===== src/rtl/msx_fdc_drive_ctrl.sv =====
// -----------------------------------------------------------------------------
// msx_fdc_drive_ctrl
//
// Drive-control front end for MSX WD17xx disk cartridges. It sits between the
// decoded 4-byte cartridge register window and the FDC core. It holds the
// side and drive-select/motor registers, mirrors the FDC DRQ/INTRQ lines,
// runs the spindle motor state machine (spin-up, run, coast with timeout),
// generates the per-drive index pulse and keeps read-to-clear disk-change
// latches.
//
// Optional feature macro: FDC_DSKCHG_EN
//   defined   : disk-change latches exist; register 2 returns them and a read
//               of register 2 clears them.
//   undefined : no latches; register 2 reads 8'hFF with no side effects.
//
// Ports
//   clk_sys      system clock
//   reset        asynchronous active-high reset
//   ce_ms        one-cycle 1 kHz strobe, all ms timers advance on it
//   cs/addr      register window select and offset
//   rd/wr        one-cycle CPU read/write strobes
//   din/dout     CPU write data / combinational register read data
//   output_rq    dout valid (cs & rd)
//   fdc_access   any CPU access to the FDC core, retriggers the coast timer
//   fdc_drq      FDC data request (mirrored inverted in register 3)
//   fdc_intrq    FDC interrupt request (mirrored inverted in register 3)
//   img_present  per-drive level: image mounted and non-empty
//   img_mounted  per-drive one-cycle mount/eject pulse
//   drive_sel    selected drive number
//   side         head side
//   motor_on     spindle motor running
//   fdc_ready    ready to the FDC core (registered)
//   index        index pulse to the FDC core
// -----------------------------------------------------------------------------
module msx_fdc_drive_ctrl #(
    parameter int DRIVES           = 2,
    parameter int MOTOR_TIMEOUT_MS = 3000,
    parameter int SPINUP_MS        = 250,
    parameter int INDEX_PERIOD_MS  = 200,
    parameter int INDEX_WIDTH_MS   = 4
) (
    input  logic              clk_sys,
    input  logic              reset,
    input  logic              ce_ms,
    input  logic              cs,
    input  logic [1:0]        addr,
    input  logic              rd,
    input  logic              wr,
    input  logic [7:0]        din,
    output logic [7:0]        dout,
    output logic              output_rq,
    input  logic              fdc_access,
    input  logic              fdc_drq,
    input  logic              fdc_intrq,
    input  logic [DRIVES-1:0] img_present,
    input  logic [DRIVES-1:0] img_mounted,
    output logic [1:0]        drive_sel,
    output logic              side,
    output logic              motor_on,
    output logic              fdc_ready,
    output logic              index
);

    localparam int CW = 16;
    localparam logic [1:0]    MAX_SEL     = 2'(DRIVES - 1);
    localparam logic [CW-1:0] SPIN_LAST   = CW'(SPINUP_MS - 1);
    localparam logic [CW-1:0] COAST_LOAD  = CW'(MOTOR_TIMEOUT_MS);
    localparam logic [CW-1:0] INDEX_LAST  = CW'(INDEX_PERIOD_MS - 1);
    localparam logic [CW-1:0] INDEX_WIDTH = CW'(INDEX_WIDTH_MS);

    typedef enum logic [1:0] {
        MOTOR_OFF,
        MOTOR_SPINUP,
        MOTOR_RUN,
        MOTOR_COAST
    } motor_state_e;

    motor_state_e  state_q, state_d;
    logic          side_q, side_d;
    logic [1:0]    driveSel_q, driveSel_d;
    logic          motorReq_q, motorReq_d;
    logic [CW-1:0] spinCnt_q, spinCnt_d;
    logic [CW-1:0] coastCnt_q, coastCnt_d;
    logic [CW-1:0] idxCnt_q, idxCnt_d;
    logic          fdcReady_q, fdcReady_d;
    logic          index_q, index_d;

    logic          wrSide;
    logic          wrDrive;
    logic          motorOnWr;
    logic [1:0]    selWr;
    logic [3:0]    presPad;
    logic [7:0]    dchgRead;
    logic          unusedBits;

    // Register window decode. All four offsets are readable registers.
    assign wrSide    = cs & wr & (addr == 2'd0);
    assign wrDrive   = cs & wr & (addr == 2'd1);
    assign motorOnWr = wrDrive & din[7];
    assign selWr     = (din[1:0] > MAX_SEL) ? MAX_SEL : din[1:0];
    assign output_rq = cs & rd;

    // Zero-extend img_present so any 2-bit drive number indexes safely.
    assign presPad   = 4'(img_present);

    assign unusedBits = ^din[6:2];

    assign side      = side_q;
    assign drive_sel = driveSel_q;
    assign motor_on  = (state_q != MOTOR_OFF);
    assign fdc_ready = fdcReady_q;
    assign index     = index_q;

`ifdef FDC_DSKCHG_EN
    logic [DRIVES-1:0] dchg_q, dchg_d;
    logic              rdDchg;

    assign rdDchg   = cs & rd & (addr == 2'd2);
    assign dchgRead = {{(8 - DRIVES){1'b1}}, dchg_q};

    // A clearing read and a mount pulse in the same cycle: the mount wins so
    // the event is never lost.
    always_comb begin
        dchg_d = dchg_q;
        if (rdDchg) begin
            dchg_d = '0;
        end
        dchg_d = dchg_d | img_mounted;
    end

    // Latches come up set so software always sees a change after reset.
    always_ff @(posedge clk_sys or posedge reset) begin
        if (reset) begin
            dchg_q <= '1;
        end else begin
            dchg_q <= dchg_d;
        end
    end
`else
    logic unusedMounted;

    assign dchgRead      = 8'hFF;
    assign unusedMounted = ^img_mounted;
`endif

    // Combinational register read mux; idle bus reads as all ones.
    always_comb begin
        dout = 8'hFF;
        if (output_rq) begin
            case (addr)
                2'd0:    dout = {7'b0, side_q};
                2'd1:    dout = {motorReq_q, 5'b0, driveSel_q};
                2'd2:    dout = dchgRead;
                default: dout = {~fdc_drq, ~fdc_intrq, 6'b111111};
            endcase
        end
    end

    // CPU-writable registers.
    always_comb begin
        side_d     = side_q;
        driveSel_d = driveSel_q;
        motorReq_d = motorReq_q;
        if (wrSide) begin
            side_d = din[0];
        end
        if (wrDrive) begin
            driveSel_d = selWr;
            motorReq_d = din[7];
        end
    end

    // Motor state machine. Spin-up always runs to completion; if the request
    // was dropped meanwhile, the motor goes straight into the coast phase.
    // In COAST a re-request resumes RUN without a new spin-up, and any FDC
    // access restarts the timeout.
    always_comb begin
        state_d    = state_q;
        spinCnt_d  = spinCnt_q;
        coastCnt_d = coastCnt_q;
        case (state_q)
            MOTOR_OFF: begin
                spinCnt_d  = '0;
                coastCnt_d = '0;
                if (motorOnWr) begin
                    state_d = MOTOR_SPINUP;
                end
            end
            MOTOR_SPINUP: begin
                if (ce_ms) begin
                    if (spinCnt_q == SPIN_LAST) begin
                        spinCnt_d = '0;
                        if (motorReq_q) begin
                            state_d = MOTOR_RUN;
                        end else begin
                            state_d    = MOTOR_COAST;
                            coastCnt_d = COAST_LOAD;
                        end
                    end else begin
                        spinCnt_d = spinCnt_q + 1'b1;
                    end
                end
            end
            MOTOR_RUN: begin
                if (!motorReq_q) begin
                    state_d    = MOTOR_COAST;
                    coastCnt_d = COAST_LOAD;
                end
            end
            MOTOR_COAST: begin
                if (motorOnWr) begin
                    state_d = MOTOR_RUN;
                end else if (fdc_access) begin
                    coastCnt_d = COAST_LOAD;
                end else if (ce_ms) begin
                    if (coastCnt_q <= 1) begin
                        state_d    = MOTOR_OFF;
                        coastCnt_d = '0;
                    end else begin
                        coastCnt_d = coastCnt_q - 1'b1;
                    end
                end
            end
            default: begin
                state_d = MOTOR_OFF;
            end
        endcase
    end

    // Ready and index. Ready lags the state by one cycle; index follows the
    // next-state values so it drops the moment the motor stops.
    always_comb begin
        idxCnt_d = idxCnt_q;
        if (state_q == MOTOR_OFF) begin
            idxCnt_d = '0;
        end else if (ce_ms) begin
            idxCnt_d = (idxCnt_q == INDEX_LAST) ? '0 : idxCnt_q + 1'b1;
        end
        fdcReady_d = ((state_q == MOTOR_RUN) || (state_q == MOTOR_COAST)) &
                     presPad[driveSel_q];
        index_d    = (state_d != MOTOR_OFF) & (idxCnt_d < INDEX_WIDTH) &
                     presPad[driveSel_d];
    end

    // State and register storage.
    always_ff @(posedge clk_sys or posedge reset) begin
        if (reset) begin
            state_q    <= MOTOR_OFF;
            side_q     <= 1'b0;
            driveSel_q <= 2'd0;
            motorReq_q <= 1'b0;
            spinCnt_q  <= '0;
            coastCnt_q <= '0;
            idxCnt_q   <= '0;
            fdcReady_q <= 1'b0;
            index_q    <= 1'b0;
        end else begin
            state_q    <= state_d;
            side_q     <= side_d;
            driveSel_q <= driveSel_d;
            motorReq_q <= motorReq_d;
            spinCnt_q  <= spinCnt_d;
            coastCnt_q <= coastCnt_d;
            idxCnt_q   <= idxCnt_d;
            fdcReady_q <= fdcReady_d;
            index_q    <= index_d;
        end
    end

endmodule

===== config.mk =====
export PLATFORM = sky130hd
export DESIGN_NAME = msx_fdc_drive_ctrl
export DESIGN_NICKNAME = d
export VERILOG_FILES = /design/src/rtl/msx_fdc_drive_ctrl.sv
export SDC_FILE = /design/constraint.sdc
export NUM_CORES = 1
export LEC_CHECK = 0
export CORE_MARGIN = 3
export CORE_UTILIZATION = 30
export CTS_CLUSTER_SIZE = 25
export DETAILED_ROUTE_END_ITERATION = 12
export DONT_BUFFER_PORTS = 1
export PLACE_DENSITY = 0.48
export REMOVE_ABC_BUFFERS = 1
export SLEW_MARGIN = 20
export SYNTH_ARGS = -nofsm -noshare
export SYNTH_HDL_FRONTEND = slang
export SYNTH_SLANG_ARGS = --single-unit

===== constraint.sdc =====
create_clock -name clk_sys -period 2.75 [get_ports clk_sys]
set_input_delay 0.55 -clock clk_sys [delete_from_list [all_inputs] [get_ports clk_sys]]
set_output_delay 0.55 -clock clk_sys [all_outputs]
set_load 0.01 [all_outputs]

==> summary.md <==
| Metric | Value |
|---|---|
| Number of antenna violations at the first check in global routing | `0` |
| Cell seen most often among critical-path stages | `sky130_fd_sc_hd__or4_4` |
| Setup slack of the critical path after layout | `0.2727 ns` |
| Int Pwr | `~1700 uW` |
| Top_reg_cell synth | `sky130_fd_sc_hd__dfrtp_1` |
| Area share of the largest cell type after synthesis | `0.3967` |
| Synth top area cells | `sky130_fd_sc_hd__dfrtp_1 40%, sky130_fd_sc_hd__nor2_1 5.6%, sky130_fd_sc_hd__nand2_1 5.3%` |
| Data arrival at the endpoint of the critical path | `2.66 ns` |
| R2R Setup Slk | `0.27 ns` |
| Die area | `13110 sq um` |
| Weighted congestion reported at the end of routability-driven placement | `around 0.83` |
| Number of storage elements in the synthesis netlist | `56` |
| Max-Cap Viols | `0` |
| Post-CTS setup-driven buffer insertion count | `0` |
| Post-route fraction of the period consumed by the critical path | `0.9008` |
| Ratio of routed vias to standard cells | `5.180` |
| Sw Share | `0.3799` |
| Cell Chain, Critical Path | `or4_4, or4_4, a211oi_2, o21ai_1, a221o_1, o211a_1` |
| Dominant cell by count in the synthesized netlist | `sky130_fd_sc_hd__dfrtp_1` |
| Maximum number of pins on one net before global-route repair | `25` |
| Maximum net fanout on the critical path | `5` |
| Placed standard-cell area | `3724 sq um` |
| Final number of max-transition violations | `0` |
| Core Region | `roughly 11000 sq um` |
| Detailed router's first-iteration violation count | `121` |
| Combinational share of power | `0.370` |
| Final setup vio count | `0` |
| Number of distinct standard cells referenced by the synthesized netlist | `57` |
| Area of the mapped netlist | `3532 sq um` |
| Fin. Hold Viols | `0` |
| Synthesized area per cell | `around 8.5 sq um` |
| Antenna-violating nets left | `0` |
| Hold slack | `~0.12 ns` |
| Total area of multi-input combinational cells | `1993 sq um` |
| Leakage | `0.001660 uW` |
| Sum Neg Setup Slack | `0 ns` |
| Vias in the first global route | `2863` |
| Number of search-and-repair iterations in the first detailed-routing pass | `5` |
| Ratio of cells with drive above 1 in the final layout | `0.09592` |
| Worst min path class | `in -> async` |
| NumNets Final | `449` |
| Vias | `2885` |
| # diodes | `0` |
| P&R area growth vs syn | `9.671%` |
| Number of placed instances with taps included | `549` |
| Share of flip-flops with an asynchronous set or reset | `1.000` |
| Slew of the pin with the lowest slew margin | `0.4954 ns` |
| Number of cells in the finished layout apart from fillers | `557` |
| Post-layout minimum cycle time | `2.477 ns` |
| Power share of the clock group | `0.238` |
| Highest clock rate | `403.7 MHz` |
| Dominant cell type by area after synthesis | `sky130_fd_sc_hd__dfrtp_1` |
| Routed wire length per instance | `14.39 microns` |
| Maximum cell stage delay along the critical path | `0.55 ns` |
| Die boundary height | `114.5 microns` |
| Die boundary width | `114.5 microns` |
| IR drop worst, VDD | `0.3566 mV` |
| Count of buffers from port buffering | `0` |
| Worst slack at placement | `0.3182 ns` |
| Cell at the root of the clock tree | `sky130_fd_sc_hd__clkbuf_16` |
| Warnings, synthesis | `0` |
| CTS Buf Count | `5` |
| Footprint of the flip-flops and latches | `about 1400 sq um` |
| Cell type of the slowest stage on the worst timing path | `sky130_fd_sc_hd__or4_4` |
| H-tree level count | `2` |
| Wirelength, routed | `8016 microns` |
| HPWL after detailed placement | `5809 microns` |
| RSZ-0062 raised after global routing | `no` |
| Clock tree from TritonCTS | `done` |
| PwrDens | `~710 nW/um^2` |
| Kind of start point of the critical path | `flop` |
| Global routing usage summed across all routing layers | `0.1302` |
| Synthesized instance count | `roughly 420` |
| Post_cts resized | `0` |
| DRC violations left | `0` |
| Worst Setup End Kind | `flop` |
| P_sw | `1047 uW` |
| Global-route wire length before repair | `13970 microns` |
| CP Launch Point | `spinCnt_q[9]` |
| Initial core utilization | `0.3161` |
| EDFF count, synth | `0` |
| Endpoint of the worst-slack reg-to-reg timing path | `index` |
| Final Instance Area | `3874 sq um` |
| Launch point of the worst reg-to-reg path | `spinCnt_q[9]` |
| Critical Path RT | `2.93 ns` |
| Filler cell count in the final layout | `1155` |
| Total grt overflow | `0` |
| Max Buffers Root-to-Sink | `2` |
| Clk pin slew, worst setup/hold paths | `0.07 ns` |
| Relative slew slack | `0.6685` |
| Part of the Yosys area used for sequential elements | `0.3967` |
| Most used standard cells in the synthesized netlist | `56 x sky130_fd_sc_hd__dfrtp_1, 53 x sky130_fd_sc_hd__nor2_1, 50 x sky130_fd_sc_hd__nand2_1` |
| Path depth of the worst reg2reg path | `6` |
| Worst Clk Skew | `0.007028 ns` |
| Share of power burned in registers | `0.392` |
| Clock insertion delay at the later pin of the skew report | `around 0.3 ns` |
| Sink count of the clock tree | `56` |
| Result of the run | `completed` |
| Type of the setup path with the least slack | `reg -> reg` |
| Hold-fix buffers, CTS | `0` |
| Number of standard-cell rows in the floorplan | `38` |
| Number of I/O pins | `38` |
worst max-delay path by stage:
stage | to | slack [ns] | cells past startpoint
floorplan | coastCnt_q[15] | 0.25 | 5
global placement | index | 0.34 | 6
detailed placement | index | 0.32 | 6
CTS | index | 0.27 | 6
global route | index | 0.12 | 8
finish | index | 0.27 | 6
flip-flops by register name, summed over array words and instances, names as in the netlist:
signal and cells:
coastCnt_q 16, idxCnt_q 16, spinCnt_q 16, drive_sel 2
state_q 2, fdc_ready 1, index 1, motorReq_q 1
side 1
power by group through the flow:
stage               logic (uW)  clock network, uW  registers (uW)
global placement          1010                  0            1100
CTS                       1020                692            1080
finish                    1020                656            1080
global route              1150                722            1110
floorplan                  732                  0            1060
detailed placement        1020                  0            1100
critical path: cells and delay by family (launching register included):
family | cells | cell delay, ns
flops | 1 | 0.44
compound gates | 4 | 0.82
simple gates | 2 | 1.10
cell type report:
type,instances,share of cell area
Clock buffer,7,0.03682
Timing Repair Buffer,14,0.02713
Inverter,13,0.01260
Multi-Input combinational cell,326,0.5145
Sequential cell,56,0.3618
Tap cell,140,0.04522
Clock inverter,1,0.001938
metrics by stage:
step,power [uW],utilization
2_1_floorplan,1790,-
3_3_place_gp,2105,0.3333
3_5_place_dp,2114,0.3333
4_1_cts,2798,0.3467
5_1_grt,2977,0.3467
6_report,2755,0.3467
layer usage:
layer / up-vias / track usage / routed length (microns)
li1: 1452 / - / -
met1: 1378 / 0.1859 / 4142
met2: 49 / 0.2018 / 3448
met3: 6 / 0.02378 / 328
met4: 0 / 0.03563 / 96
met5: - / 0 / 0
placed cells by master, fill, tap and decap left out, types with 8 or more instances in the layout:
cell type and n:
sky130_fd_sc_hd__nand2_1 50, sky130_fd_sc_hd__inv_1 12, sky130_fd_sc_hd__xnor2_1 13, sky130_fd_sc_hd__xor2_1 20
sky130_fd_sc_hd__ha_1 10, sky130_fd_sc_hd__nor3_1 12, sky130_fd_sc_hd__o21ai_0 29, sky130_fd_sc_hd__a21oi_1 19
sky130_fd_sc_hd__nand3_1 18, sky130_fd_sc_hd__o31ai_1 8, sky130_fd_sc_hd__dfrtp_1 56, sky130_fd_sc_hd__buf_4 14
sky130_fd_sc_hd__nor2_1 53, sky130_fd_sc_hd__nand4_1 10
logic make-up (layout without fill, tap and decap cells):
| family | Yosys count | in the layout | synth area share |
|---|---|---|---|
| compound gates | 85 | 85 | 0.1583 |
| xor+xnor | 33 | 33 | 0.08183 |
| fa+ha+maj | 10 | 10 | 0.03542 |
| buf+inv | 33 | 35 | 0.03897 |
| flops | 56 | 56 | 0.3967 |
| mux | 6 | 6 | 0.01771 |
| simple gates | 192 | 192 | 0.2710 |
No activity file was read; power rests on OpenSTA's default activity.
